`src/rtl/fifo_rst_pkg.sv`:
```
// Shared definitions for the FIFO reset sequencer: state encodings, STATE_OUT decode
// and a constant helper used for counter sizing.
package fifo_rst_pkg;

  typedef enum logic [2:0] {
    ST_WAIT_LOCK = 3'd0,
    ST_HOLD_RST  = 3'd1,
    ST_WAIT_DONE = 3'd2,
    ST_RUN       = 3'd3,
    ST_FLT       = 3'd4
  } state_t;

  // Any unused code is treated as WAIT_LOCK so a corrupted state register self-recovers.
  function automatic state_t state_decode(input logic [2:0] code);
    case (code)
      3'd1:    return ST_HOLD_RST;
      3'd2:    return ST_WAIT_DONE;
      3'd3:    return ST_RUN;
      3'd4:    return ST_FLT;
      default: return ST_WAIT_LOCK;
    endcase
  endfunction

  function automatic int max3(input int a, input int b, input int c);
    int m;
    m = (a > b) ? a : b;
    return (m > c) ? m : c;
  endfunction

endpackage

```
`src/rtl/sync_2ff.sv`:
```
// Single-bit two-flop synchronizer with asynchronous active-high reset to 0.
module sync_2ff (
  input  logic CLK,
  input  logic RST,
  input  logic i_d,
  output logic o_q
);

  logic r_meta;
  logic r_sync;

  // NOTE: sequential state uses non-blocking assignments so every flop samples pre-edge values.
  always_ff @(posedge CLK or posedge RST) begin
    if (RST) begin
      r_meta <= 1'b0;
      r_sync <= 1'b0;
    end else begin
      r_meta <= i_d;
      r_sync <= r_meta;
    end
  end

  assign o_q = r_sync;

endmodule

```
`src/rtl/fifo_rst_sequencer.sv`:
```
// Qualifies MMCM lock, sequences the downstream FIFO reset FSM and reports READY/FAULT.
// Optional timeout retries are built when FIFO_RST_SEQ_RETRY_EN is defined.
module fifo_rst_sequencer
  import fifo_rst_pkg::*;
#(
  parameter int LOCK_STABLE_CYC  = 256,
  parameter int RST_HOLD_CYC     = 16,
  parameter int DONE_TIMEOUT_CYC = 64,
  parameter int MAX_RETRY        = 3
) (
  input  logic       CLK,
  input  logic       RST,
  input  logic       LOCKED,
  input  logic       SOFT_RST_REQ,
  input  logic       FIFO_DONE,
  output logic       SEQ_RST,
  output logic       READY,
  output logic       FAULT,
  output logic [2:0] STATE_OUT
);

  localparam int CNT_W = $clog2(max3(LOCK_STABLE_CYC, RST_HOLD_CYC, DONE_TIMEOUT_CYC) + 1);
  localparam logic [CNT_W-1:0] STAB_LAST = CNT_W'(LOCK_STABLE_CYC - 1);
  localparam logic [CNT_W-1:0] HOLD_LAST = CNT_W'(RST_HOLD_CYC - 1);
  localparam logic [CNT_W-1:0] TMO_LAST  = CNT_W'(DONE_TIMEOUT_CYC - 1);

  if (RST_HOLD_CYC < 2 || LOCK_STABLE_CYC < 1 || DONE_TIMEOUT_CYC < 1 || MAX_RETRY < 0) begin : g_param_check
    $error("fifo_rst_sequencer: illegal parameter value");
  end

  logic             w_locked_s;
  logic [2:0]       r_state;
  logic [CNT_W-1:0] r_cnt;
  logic             r_fault;
  logic             r_seq_rst;
  logic             r_ready;
  state_t           w_state_cur;
  state_t           w_state_nxt;
  logic [CNT_W-1:0] w_cnt_nxt;
  logic             w_fault_nxt;
  logic             w_seq_rst_nxt;
  logic             w_ready_nxt;

`ifdef FIFO_RST_SEQ_RETRY_EN
  localparam int RETRY_W = (MAX_RETRY < 1) ? 1 : $clog2(MAX_RETRY + 1);
  localparam logic [RETRY_W-1:0] RETRY_MAX = RETRY_W'(MAX_RETRY);
  logic [RETRY_W-1:0] r_retry_cnt;
  logic [RETRY_W-1:0] w_retry_nxt;
`endif

  sync_2ff u_lock_sync (
    .CLK (CLK),
    .RST (RST),
    .i_d (LOCKED),
    .o_q (w_locked_s)
  );

  assign w_state_cur = state_decode(r_state);

  // One shared counter: stability count, hold count or timeout count depending on state.
  // NOTE: every output of this block gets a default first, so no path can infer a latch.
  always_comb begin
    w_state_nxt = w_state_cur;
    w_cnt_nxt   = r_cnt;
    w_fault_nxt = r_fault;
`ifdef FIFO_RST_SEQ_RETRY_EN
    w_retry_nxt = r_retry_cnt;
`endif

    if (w_state_cur != ST_WAIT_LOCK && !w_locked_s) begin
      w_state_nxt = ST_WAIT_LOCK;
      w_cnt_nxt   = '0;
`ifdef FIFO_RST_SEQ_RETRY_EN
      w_retry_nxt = '0;
`endif
    end else if (SOFT_RST_REQ &&
                 (w_state_cur inside {ST_WAIT_DONE, ST_RUN, ST_FLT})) begin
      w_state_nxt = ST_HOLD_RST;
      w_cnt_nxt   = '0;
      w_fault_nxt = 1'b0;
`ifdef FIFO_RST_SEQ_RETRY_EN
      w_retry_nxt = '0;
`endif
    end else begin
      case (w_state_cur)
        ST_WAIT_LOCK: begin
          if (!w_locked_s) begin
            w_cnt_nxt = '0;
          end else if (r_cnt == STAB_LAST) begin
            w_state_nxt = ST_HOLD_RST;
            w_cnt_nxt   = '0;
          end else begin
            w_cnt_nxt = r_cnt + CNT_W'(1);
          end
        end
        ST_HOLD_RST: begin
          if (r_cnt == HOLD_LAST) begin
            w_state_nxt = ST_WAIT_DONE;
            w_cnt_nxt   = '0;
          end else begin
            w_cnt_nxt = r_cnt + CNT_W'(1);
          end
        end
        ST_WAIT_DONE: begin
          if (FIFO_DONE) begin
            w_state_nxt = ST_RUN;
            w_cnt_nxt   = '0;
`ifdef FIFO_RST_SEQ_RETRY_EN
            w_retry_nxt = '0;
`endif
          end else if (r_cnt == TMO_LAST) begin
            w_cnt_nxt = '0;
`ifdef FIFO_RST_SEQ_RETRY_EN
            if (r_retry_cnt < RETRY_MAX) begin
              w_retry_nxt = r_retry_cnt + RETRY_W'(1);
              w_state_nxt = ST_HOLD_RST;
            end else begin
              w_state_nxt = ST_FLT;
              w_fault_nxt = 1'b1;
            end
`else
            w_state_nxt = ST_FLT;
            w_fault_nxt = 1'b1;
`endif
          end else begin
            w_cnt_nxt = r_cnt + CNT_W'(1);
          end
        end
        ST_RUN: begin
          if (!FIFO_DONE) begin
            w_state_nxt = ST_FLT;
            w_fault_nxt = 1'b1;
          end
        end
        ST_FLT: begin
          w_fault_nxt = 1'b1;
        end
        default: begin
          w_state_nxt = ST_WAIT_LOCK;
          w_cnt_nxt   = '0;
        end
      endcase
    end

    // Outputs are decoded from the next state so they change in the same cycle as STATE_OUT.
    w_seq_rst_nxt = (w_state_nxt == ST_WAIT_LOCK) || (w_state_nxt == ST_HOLD_RST);
    w_ready_nxt   = (w_state_nxt == ST_RUN);
  end

  always_ff @(posedge CLK or posedge RST) begin
    if (RST) begin
      r_state   <= ST_WAIT_LOCK;
      r_cnt     <= '0;
      r_fault   <= 1'b0;
      r_seq_rst <= 1'b1;
      r_ready   <= 1'b0;
    end else begin
      r_state   <= w_state_nxt;
      r_cnt     <= w_cnt_nxt;
      r_fault   <= w_fault_nxt;
      r_seq_rst <= w_seq_rst_nxt;
      r_ready   <= w_ready_nxt;
    end
  end

`ifdef FIFO_RST_SEQ_RETRY_EN
  always_ff @(posedge CLK or posedge RST) begin
    if (RST) begin
      r_retry_cnt <= '0;
    end else begin
      r_retry_cnt <= w_retry_nxt;
    end
  end
`endif

  assign SEQ_RST   = r_seq_rst;
  assign READY     = r_ready;
  assign FAULT     = r_fault;
  assign STATE_OUT = r_state;

endmodule
```
`config.mk`:
```
export PLATFORM = sky130hd
export DESIGN_NAME = fifo_rst_sequencer
export DESIGN_NICKNAME = d
export VERILOG_FILES = /design/src/rtl/fifo_rst_pkg.sv /design/src/rtl/sync_2ff.sv /design/src/rtl/fifo_rst_sequencer.sv
export SDC_FILE = /design/constraint.sdc
export NUM_CORES = 1
export LEC_CHECK = 0
export ABC_AREA = 1
export BUFFER_PORTS_ARGS = -buffer_cell sky130_fd_sc_hd__clkbuf_2
export CORE_MARGIN = 4
export CORE_UTILIZATION = 30
export DETAILED_ROUTE_END_ITERATION = 6
export PLACE_DENSITY = 0.56
export SLEW_MARGIN = 25
export SYNTH_ARGS = -nofsm -noshare
export SYNTH_HDL_FRONTEND = slang
export SYNTH_HIERARCHICAL = 1
export SYNTH_SLANG_ARGS = --single-unit
```
`constraint.sdc`:
```
create_clock -name CLK -period 3.6 [get_ports CLK]
set_input_delay 0 -clock CLK [delete_from_list [all_inputs] [get_ports CLK]]
set_output_delay 0 -clock CLK [all_outputs]
set_load 0.05 [all_outputs]
```
# After elaboration in Yosys (flattened, before gate mapping)
# Index checks and enable logic that the tools add are counted.
# W data, S select, Z words.
op_classes:
  n_addsub: 1
  n_eq_ne: 17
  mux: 23
  magnitude_cmp: 0
  n_div: 0
  multipliers: 0
  bitwise_logic: 1
  reduce_logical: 11
  n_shift: 0
op_table:
  columns: ["op", "n"]
  rows:
  - ["$mux W9", 7]
  - ["$pmux W9 S4", 1]
  - ["$mux W3", 8]
  - ["$eq A3 B2 Y1 const B", 5]
  - ["$pmux W3 S5", 1]
  - ["$pmux W3 S4", 1]
  - ["$add A9 B1 Y9 const B", 1]
  - ["$eq A3 B1 Y1 const B", 3]
  - ["$eq A9 B4 Y1 const B", 1]
  - ["$eq A9 B6 Y1 const B", 1]
  - ["$eq A9 B8 Y1 const B", 1]
  - ["$eq A3 B3 Y1 const B", 2]
  - ["$logic_not A3 Y1", 2]
  - ["$ne A3 B1 Y1 const B", 2]
  - ["$ne A3 B2 Y1 const B", 2]
  - ["$reduce_bool A3 Y1", 2]
  - ["$reduce_and A5 Y1", 1]
  - ["$mux W1", 4]
  - ["$reduce_bool A4 Y1", 1]
  - ["$pmux W1 S3", 1]
  - ["$logic_and A1 B1 Y1", 2]
  - ["$reduce_or A2 Y1", 1]
  - ["$logic_not A1 Y1", 1]
  - ["$logic_or A1 B1 Y1", 1]
  - ["$not A1 Y1", 1]
word_totals:
  latchBits: 0
  out_inout_bits: 6
  mem_bits_rw: 0
  regBits: 17
  mem_count: 0
  romBits: 0

# Logic depth before layout (Yosys ltp)
# Gate-level depths: netlist of the first run.
depth:
  word_depth: 9
  ltp_mapped: 11

# By module
# The synthesis of the first run kept the hierarchy.
modules_own_cells:
  columns: ["mod", "n_inst", "area_per_inst_um2", "seq_area_each_um2", "cells_each"]
  rows:
  - ["fifo_rst_sequencer", 1, 987.2, 376.6, 129]
  - ["sync_2ff", 1, 53.8, 50.0, 3]

# Worst setup path after synthesis of the first run
# OpenSTA, ideal clock, no wires.
synth_timing:
  kind: "flip-flop to flip-flop"
  startpoint: "reg r_cnt[0]"
  endpoint: "reg r_cnt[7]"
  t_arrival_ps: 1558
  n_path_buf: 0
  period_less_slack_ps: 1680
  path_stages_with_launch: 12
  slack_ps: 1920
  path_cell_list: "dfrtp_1 -> ha_1 -> nand3_2 -> nor2_2 -> nand2_1 -> nor2_1 -> ha_1 -> inv_1 -> nand4_1 -> nand3_2 -> nand2_4 -> a21oi_2"
synth_via:
  elab_chain_len: 6
  elab_cells_between_ends: 12
  classes_between: "1 x add/sub; 3 x eq/ne; 8 x mux"
synth_lines:
  columns: ["item", "line_no", "rtl"]
  rows:
  - ["from (decl)", "fifo_rst_sequencer.sv:33", "logic [CNT_W-1:0] r_cnt;"]
  - ["from (signal assigned)", "fifo_rst_sequencer.sv:159", "r_cnt <= w_cnt_nxt;"]
  - ["$add A9 B1 Y9, or another cell as far along", "fifo_rst_sequencer.sv:93, fifo_rst_sequencer.sv:101, fifo_rst_sequencer.sv:126", null]
  - ["$mux W9, on equally long branches", "fifo_rst_sequencer.sv:111, fifo_rst_sequencer.sv:89", null]
  - ["$mux W9, on equally long branches", "fifo_rst_sequencer.sv:105, fifo_rst_sequencer.sv:87", null]
  - ["$pmux W9 S4 (*)", "fifo_rst_sequencer.sv:85", "case (w_state_cur)"]
  - ["$mux W9 (*)", "fifo_rst_sequencer.sv:76", "end else if (SOFT_RST_REQ &&"]
  - ["$mux W9 (*)", "fifo_rst_sequencer.sv:70", "if (w_state_cur != ST_WAIT_LOCK && !w_locked_s) begin"]
# Every way passes the cells marked *; elsewhere a longest branch is shown, timed or not.
# A chain may end at the register's enable or synchronous reset.

# Worst setup path after layout of the first run
layout_timing:
  startpoint: "reg r_cnt[0]"
  endpoint: "reg r_cnt[3]"
# Same word-level chain as after synthesis.

==> out/results.txt, run 1 <==
Vias in the first global route: 902
DP Wirelength: 1620 µm
Routed wire length: 2080 µm
Layout Skew: 0.00121 ns
CP required: 3.79 ns
Clk slew on worst S/H paths: 0.10 ns
Total of max-cap violations: 0
GRT Total Usage: 0.113
Number of buffers inserted by port buffering: 10
Sequential share of the synthesized area: 0.410
TNS Setup: 0 ns
Leakage dissipation: 0.602 nW
Post-layout minimum cycle time: 1.87 ns
Setup bufs post-CTS: 0
Starting density of the core: 0.312
Antenna violations before repair: 0
Worst-path maximum fanout: 7
Num rows: 21
Nets: 157
Synthesized cell area: 1040 µm²
Critical path launch point type: flip-flop
First-pass GRT wire length: 3870 µm
H-tree Lvls: 1
Crit path kind: flip-flop to flip-flop
Worst-margin pin slew: 0.596 ns
Yosys top cell area share: 0.385
Synth warnings: 6
Root buffer cell: clkbuf_4
Worst skew pair latency: 0.29 ns
Highest clock rate: 536 MHz
Syn Inst Count: 132
Die H: 66.9 µm
Detailed Route Iter0 Violations: 25
Area of the core: 3340 µm²
Syn Nets: 140
Number of synthesized register bits: 17
Layout area overhead: 14.8%
Num Clock Sinks: 17
Arr. time, crit path: 2.05 ns
Pre-antenna DRT Iters: 4
Syn Area/Cell: 7.89 µm²
Fin crit share: 0.518
Die W: 66.9 µm
Placed cell area: 1150 µm²
Peak supply drop: 0.172 mV
Fin. Hold Viols: 0
Cells taking the most area after synthesis: dfrtp_1, nand2_1, inv_1, o21ai_2, nand3_1
Area leader, netlist: dfrtp_1
Hold_buf cts: 2
Worst min path class: primary input to asynchronous set/reset pin
CTS resizes: 0
Antenna-violating nets left: 0
Fin area: 1190 µm²
CP Capture Type: flip-flop
Post-synth cell types: 23
TritonCTS Buffers: 3
Ratio of cells with drive above 1 in the final layout: 0.264
Setup-failing EPs final: 0
Slew margin rel.: 0.603
Status: complete, no violations
Die footprint: 4480 µm²
Final routed DRC violation total: 0
Grt total ovfl: 0
# IOs: 11
Maximum number of pins on one net before global-route repair: 16
Core Util, Final: 0.358
Via/cell ratio: 4.40
FILL cells: 357
Average routed wire per standard cell: 10.7 µm
N_diodes: 0
RSZ-0062 raised after global routing: false
Clock tree buffer depth: 2
Pins Over Slew Limit: 0
Via count: 854
Final RePlAce weighted congestion: 0.834
CTS tree: built
Cell Pwr Density: 271 nW/µm²
==> layer usage <==
| metal | vias to the layer above | global-route usage | routed length, µm |
|---|---|---|---|
| li1 | 448 | - | - |
| met1 | 391 | 0.135 | 936 |
| met2 | 11 | 0.196 | 1050 |
| met3 | 4 | 0.0202 | 53 |
| met4 | 0 | 0.0532 | 34 |
| met5 | - | 0 | 0 |
==> area by class of cell <==
class	count	area, µm²	share of cell area
well taps	46	57.6	0.0482
multi-input cells	95	539	0.451
clock buffers	4	26.3	0.0220
flip-flops and latches	17	427	0.357
inverters	20	75.1	0.0628
repair buffers	12	70.1	0.0586
==> sequential cells by signal (all words and copies together) (netlist names) <==
| signal | count |
|---|---|
| STATE_OUT | 3 |
| SEQ_RST | 1 |
| FAULT | 1 |
| u_lock_sync/r_meta | 1 |
| u_lock_sync/o_q | 1 |
| READY | 1 |
| r_cnt | 9 |
==> placed cells by master (no fill, tap or decap), types with 2 or more instances in the layout <==
cell	Yosys	layout
clkbuf_2	0	10
clkbuf_4	0	3
dfrtp_1	16	16
dlygate4sd3_1	0	2
ha_1	3	3
inv_1	18	18
inv_2	2	2
nand2_1	34	34
nand2_2	7	7
nand2_4	3	3
nand3_1	10	10
nand3_2	2	2
nand4_1	4	4
nor2_1	11	11
nor2_2	2	2
nor3_1	2	2
o21ai_2	7	7
xor2_1	3	3
==> power by group <==
group	total, mW	internal [mW]	leakage, nW	switching (mW)
logic	0.0197	0.00743	0.366	0.0122
clock network	0.105	0.0431	0.0150	0.0623
registers	0.199	0.195	0.222	0.00392
==> cells by family (layout without fill, tap and decap cells) <==
group                    Yosys count  count (layout)  synth area share
AO/OA/AOI/OAI                     11              11            0.0817
buffers and inverters             20              36            0.0721
AND/OR/NAND/NOR                   77              77             0.367
adder cells (fa/ha/maj)            3               3            0.0361
XOR/XNOR                           4               4            0.0337
flip-flops                        17              17             0.410
==> critical path, cell delays in order, from the launching register on <==
cell and delay [ns]:
dfrtp_1 0.42, ha_1 0.23, nand3_2 0.14, nor2_2 0.15, nand2_1 0.08, nor2_1 0.13
ha_1 0.17, inv_1 0.05, nand4_1 0.09, nand3_2 0.10, nand2_4 0.14, o21ai_2 0.07
==> worst paths after layout <==
path,slack (ns),cells after the start,startpoint,end
max in group asynchronous,2.91,3,RST,STATE_OUT[2]
min in group CLK,0.10,4,SOFT_RST_REQ,r_cnt[7]
min,0.09,3,RST,u_lock_sync/o_q
max reg2reg,1.73,11,r_cnt[0],r_cnt[3]
max,1.73,11,r_cnt[0],r_cnt[3]
min reg2reg,0.37,0,u_lock_sync/r_meta,u_lock_sync/o_q
==> per-stage QoR <==
step | hold slack, ns | setup WS, ns | power (mW) | cells
after global placement | -0.159 | 1.80 | 0.221 | 188
after detailed placement | -0.152 | 1.73 | 0.221 | 188
final | 0.0899 | 1.73 | 0.324 | 194
after floorplan | -0.259 | 1.92 | 0.214 | 132
after global routing | 0.0947 | 1.55 | 0.344 | 194
after CTS | 0.0727 | 1.71 | 0.330 | 194
==> cells in the mapped netlist, drive strengths merged <==
| master | number |
|---|---|
| o21ai | 9 |
| xor2 | 3 |
| ha | 3 |
| a21oi | 2 |
| nand2 | 44 |
| nor3 | 2 |
| dfstp | 1 |
| dfrtp | 16 |
| nor2 | 14 |
| and2 | 1 |
| nand3 | 12 |
| inv | 20 |
| xnor2 | 1 |
| nand4 | 4 |
(Power assumes the default switching activity.)
==> inputs of run 2 (changes only) <==
ABC_AREA = 0   (was 1)
clock period = 1.9 ns   (was 3.6 ns; I/O delays follow)
==> out/results.txt, run 2 <==
RSZ-0062 raised after global routing: true
Routed wire length: 2630 µm (+27%)
H-tree Lvls: 1 (unchanged)
Clk slew on worst S/H paths: 0.10 ns (about the same)
CP Capture Type: flip-flop
CP cell instances: ha_4, buf_6, nor4b_4, a21oi_2, o32ai_2, buf_4, nor4_2, a211o_1
Grt total ovfl: 0 (unchanged)
Grt met1 use: 0.172 (+0.0377)
Final routed DRC violation total: 0 (unchanged)
Cells taking the most area after synthesis: dfrtp_1, ha_1, nand2_1, nor2_1, nor3b_2
Ratio of cells with drive above 1 in the final layout: 0.468 (+0.204)
Synth warnings: 6 (unchanged)
Via count: 980 (+15%)
Clock tree buffer depth: 2 (unchanged)
Most frequent cell after synthesis: dfrtp_1
Worst-margin pin slew: 0.578 ns (-0.0171 ns)
Pins Over Slew Limit: 0 (unchanged)
Average routed wire per standard cell: 13.0 µm (+22%)
Area of the core: 3390 µm² (+1.6%)
Syn Nets: 121 (-14%)
# IOs: 11 (unchanged)
Final RePlAce weighted congestion: 0.861 (+3.3%)
Antenna violations before repair: 0 (unchanged)
CTS tree: built
Synthesized cell area: 1070 µm² (+2.4%)
TNS Setup: -0.799 ns (-0.799 ns)
Root buffer cell: clkbuf_4
Leakage dissipation: 0.686 nW (+14%)
FFs w/ async S/R, synth: 1.00 (unchanged)
Syn Area/Cell: 9.43 µm² (+20%)
Number of synthesized register bits: 17 (unchanged)
Worst-path maximum fanout: 5 (-2)
Antenna-violating nets left: 0 (unchanged)
Die footprint: 4570 µm² (+2.1%)
Largest reg by FF count: r_cnt
Commonest cells after routing, fill and taps aside: buf_4, dfrtp_1, nand2_1, clkbuf_2, nor2_1
Most Crowded Layer GR: met2
Area leader, netlist: dfrtp_1
Yosys top cell area share: 0.376 (-0.00903)
Highest clock rate: 487 MHz (-9.2%)
Fin. Hold Viols: 0 (unchanged)
Hold_ws: 0.100 ns (+0.0105 ns)
N_diodes: 0 (unchanged)
Design Power: 0.645 mW (+99%)
Via/cell ratio: 4.85 (+10%)
Nets: 165 (+5.1%)
GR Util met3: 0.0250 (+0.00472)
Maximum number of pins on one net before global-route repair: 16 (unchanged)
Vias in the first global route: 1020 (+13%)
Num rows: 21 (unchanged)
Arr. time, crit path: 2.23 ns (+0.18 ns)
Max reg flops: 9 (unchanged)
Fin crit share: 1.08 (+0.563)
GRT Total Usage: 0.132 (+0.0183)
GRT met2 Usage: 0.217 (+0.0220)
Peak supply drop: 0.620 mV (+260%)
Num Clock Sinks: 17 (unchanged)
First-pass GRT wire length: 4660 µm (+21%)
Crit path kind: flip-flop to flip-flop
Slowest cell on crit path: dfrtp_1
Pre-antenna DRT Iters: 4 (unchanged)
Most used DFF post-synth: dfrtp_1
Sequential share of the synthesized area: 0.400 (-0.00962)
Total of max-cap violations: 0 (unchanged)
Worst path max stage delay: 0.40 ns (-0.02 ns)
Die W: 67.6 µm (+1.1%)
Crit Reg-Reg Startpoint: r_cnt[1]
Syn Inst Count: 113 (-14%)
Violated checks: negative setup slack
Post-layout minimum cycle time: 2.06 ns (+0.189 ns)
Die H: 67.6 µm (+1.1%)
CP required: 2.08 ns (-1.71 ns)
Setup-failing EPs final: 6 (+6)
Worst min path class: primary input to asynchronous set/reset pin
Crit path from: r_cnt[1]
Post-synth cell types: 42 (+83%)
DP Wirelength: 1960 µm (+21%)
Starting density of the core: 0.315 (+0.00255)
Layout area overhead: 44.0%
Layout Skew: 0.00633 ns (+0.00512 ns)
Number of buffers inserted by port buffering: 10 (unchanged)
Detailed Route Iter0 Violations: 63 (+150%)
Status: finished, violations left
Commonest cells post-synth: dfrtp_1, nand2_1, nor2_1, inv_1, a21oi_1
Critical path launch point type: flip-flop
Worst skew pair latency: 0.28 ns (about the same)
Cell Pwr Density: 420 nW/µm² (+55%)
Slew margin rel.: 0.614 (+0.0114)
Post-synth EDFFs: 0 (unchanged)
Most common cell after layout, fill and taps aside: buf_4
TritonCTS Buffers: 3 (unchanged)
PnR worst setup slack: -0.155 ns (-1.89 ns)
## run 2: changes by cell type in the layout (fill, tap and decap cells not counted), sizes merged, moves of 5 or more
cell / delta
a21oi: +6
buf: +30
inv: -11
nand2: -34
nand3: -7
nor3b: +5
## run 2: worst max-delay path: cells and delay by family (launching register included)
| kind | cells | cell delay, ns |
|---|---|---|
| adder cells (fa/ha/maj) | 1 | 0.18 |
| AO/OA/AOI/OAI | 3 | 0.73 |
| AND/OR/NAND/NOR | 2 | 0.33 |
| buffers and inverters | 2 | 0.31 |
| flip-flops | 1 | 0.40 |
## run 2: cells by family (layout without fill, tap and decap cells)
kind of cell,after synthesis,in the layout,synth area share
compound gates,32,32,0.221
buf+inv,13,56,0.0622
fa+ha+maj,3,3,0.0352
simple gates,48,48,0.282
flops,17,17,0.400
## run 2: final timing paths
| path | slack [ns] | cells after the start | end |
|---|---|---|---|
| worst min register to register | 0.36 | 0 | u_lock_sync/o_q |
| worst min-delay path | 0.10 | 3 | u_lock_sync/r_meta |
| worst max register to register | -0.16 | 8 | r_cnt[7] |
| min in group CLK | 0.14 | 3 | STATE_OUT[2] |
| worst max-delay path | -0.16 | 8 | r_cnt[7] |
| max in group asynchronous | 1.18 | 3 | STATE_OUT[2] |
## run 2: area by class of cell
| class | instances | area [µm²] |
|---|---|---|
| timing repair buffer | 43 | 313 |
| fill | 333 | 1850 |
| clock buffer | 3 | 22.5 |
| tap | 46 | 57.6 |
| sequential | 17 | 430 |
| clock inverter | 1 | 5.00 |
| multi-input combinational | 83 | 673 |
| inverter | 9 | 33.8 |
## run 2: per-stage QoR
| stage | cells | area, µm² | worst slack [ns] | util |
|---|---|---|---|---|
| 2_1_floorplan | 113 | 1080 | -0.146 | - |
| 3_3_place_gp | 189 | 1340 | -0.0839 | 0.395 |
| 3_5_place_dp | 189 | 1340 | -0.190 | 0.395 |
| 4_1_cts | 198 | 1460 | -0.174 | 0.432 |
| 5_1_grt | 202 | 1540 | -0.257 | 0.453 |
| 6_report | 202 | 1540 | -0.155 | 0.453 |
## run 2: report_power, final
part	internal, mW	total, mW	leakage [nW]	switching, mW
Combinational	0.0430	0.0818	0.446	0.0388
Clock	0.0779	0.187	0.0177	0.109
Sequential	0.369	0.376	0.222	0.00677
Total	0.490	0.645	0.686	0.155
## run 2: timing repair
action                                 in CTS  in global routing
hold buffers                                3                  0
gates resized for setup                    10                 11
setup endpoints to repair                   9                 12
buffers inserted                            2                  5
cloned                                      1                  0
pin swaps                                   5                  5
endpoints found under the hold margin      18                  0
## run 2: per-layer routing
metal  up-vias  share of wire
met1       468           0.48
met3         2          0.040
met5         -              0
met4         0         0.0030
met2        17           0.48
li1        493              -
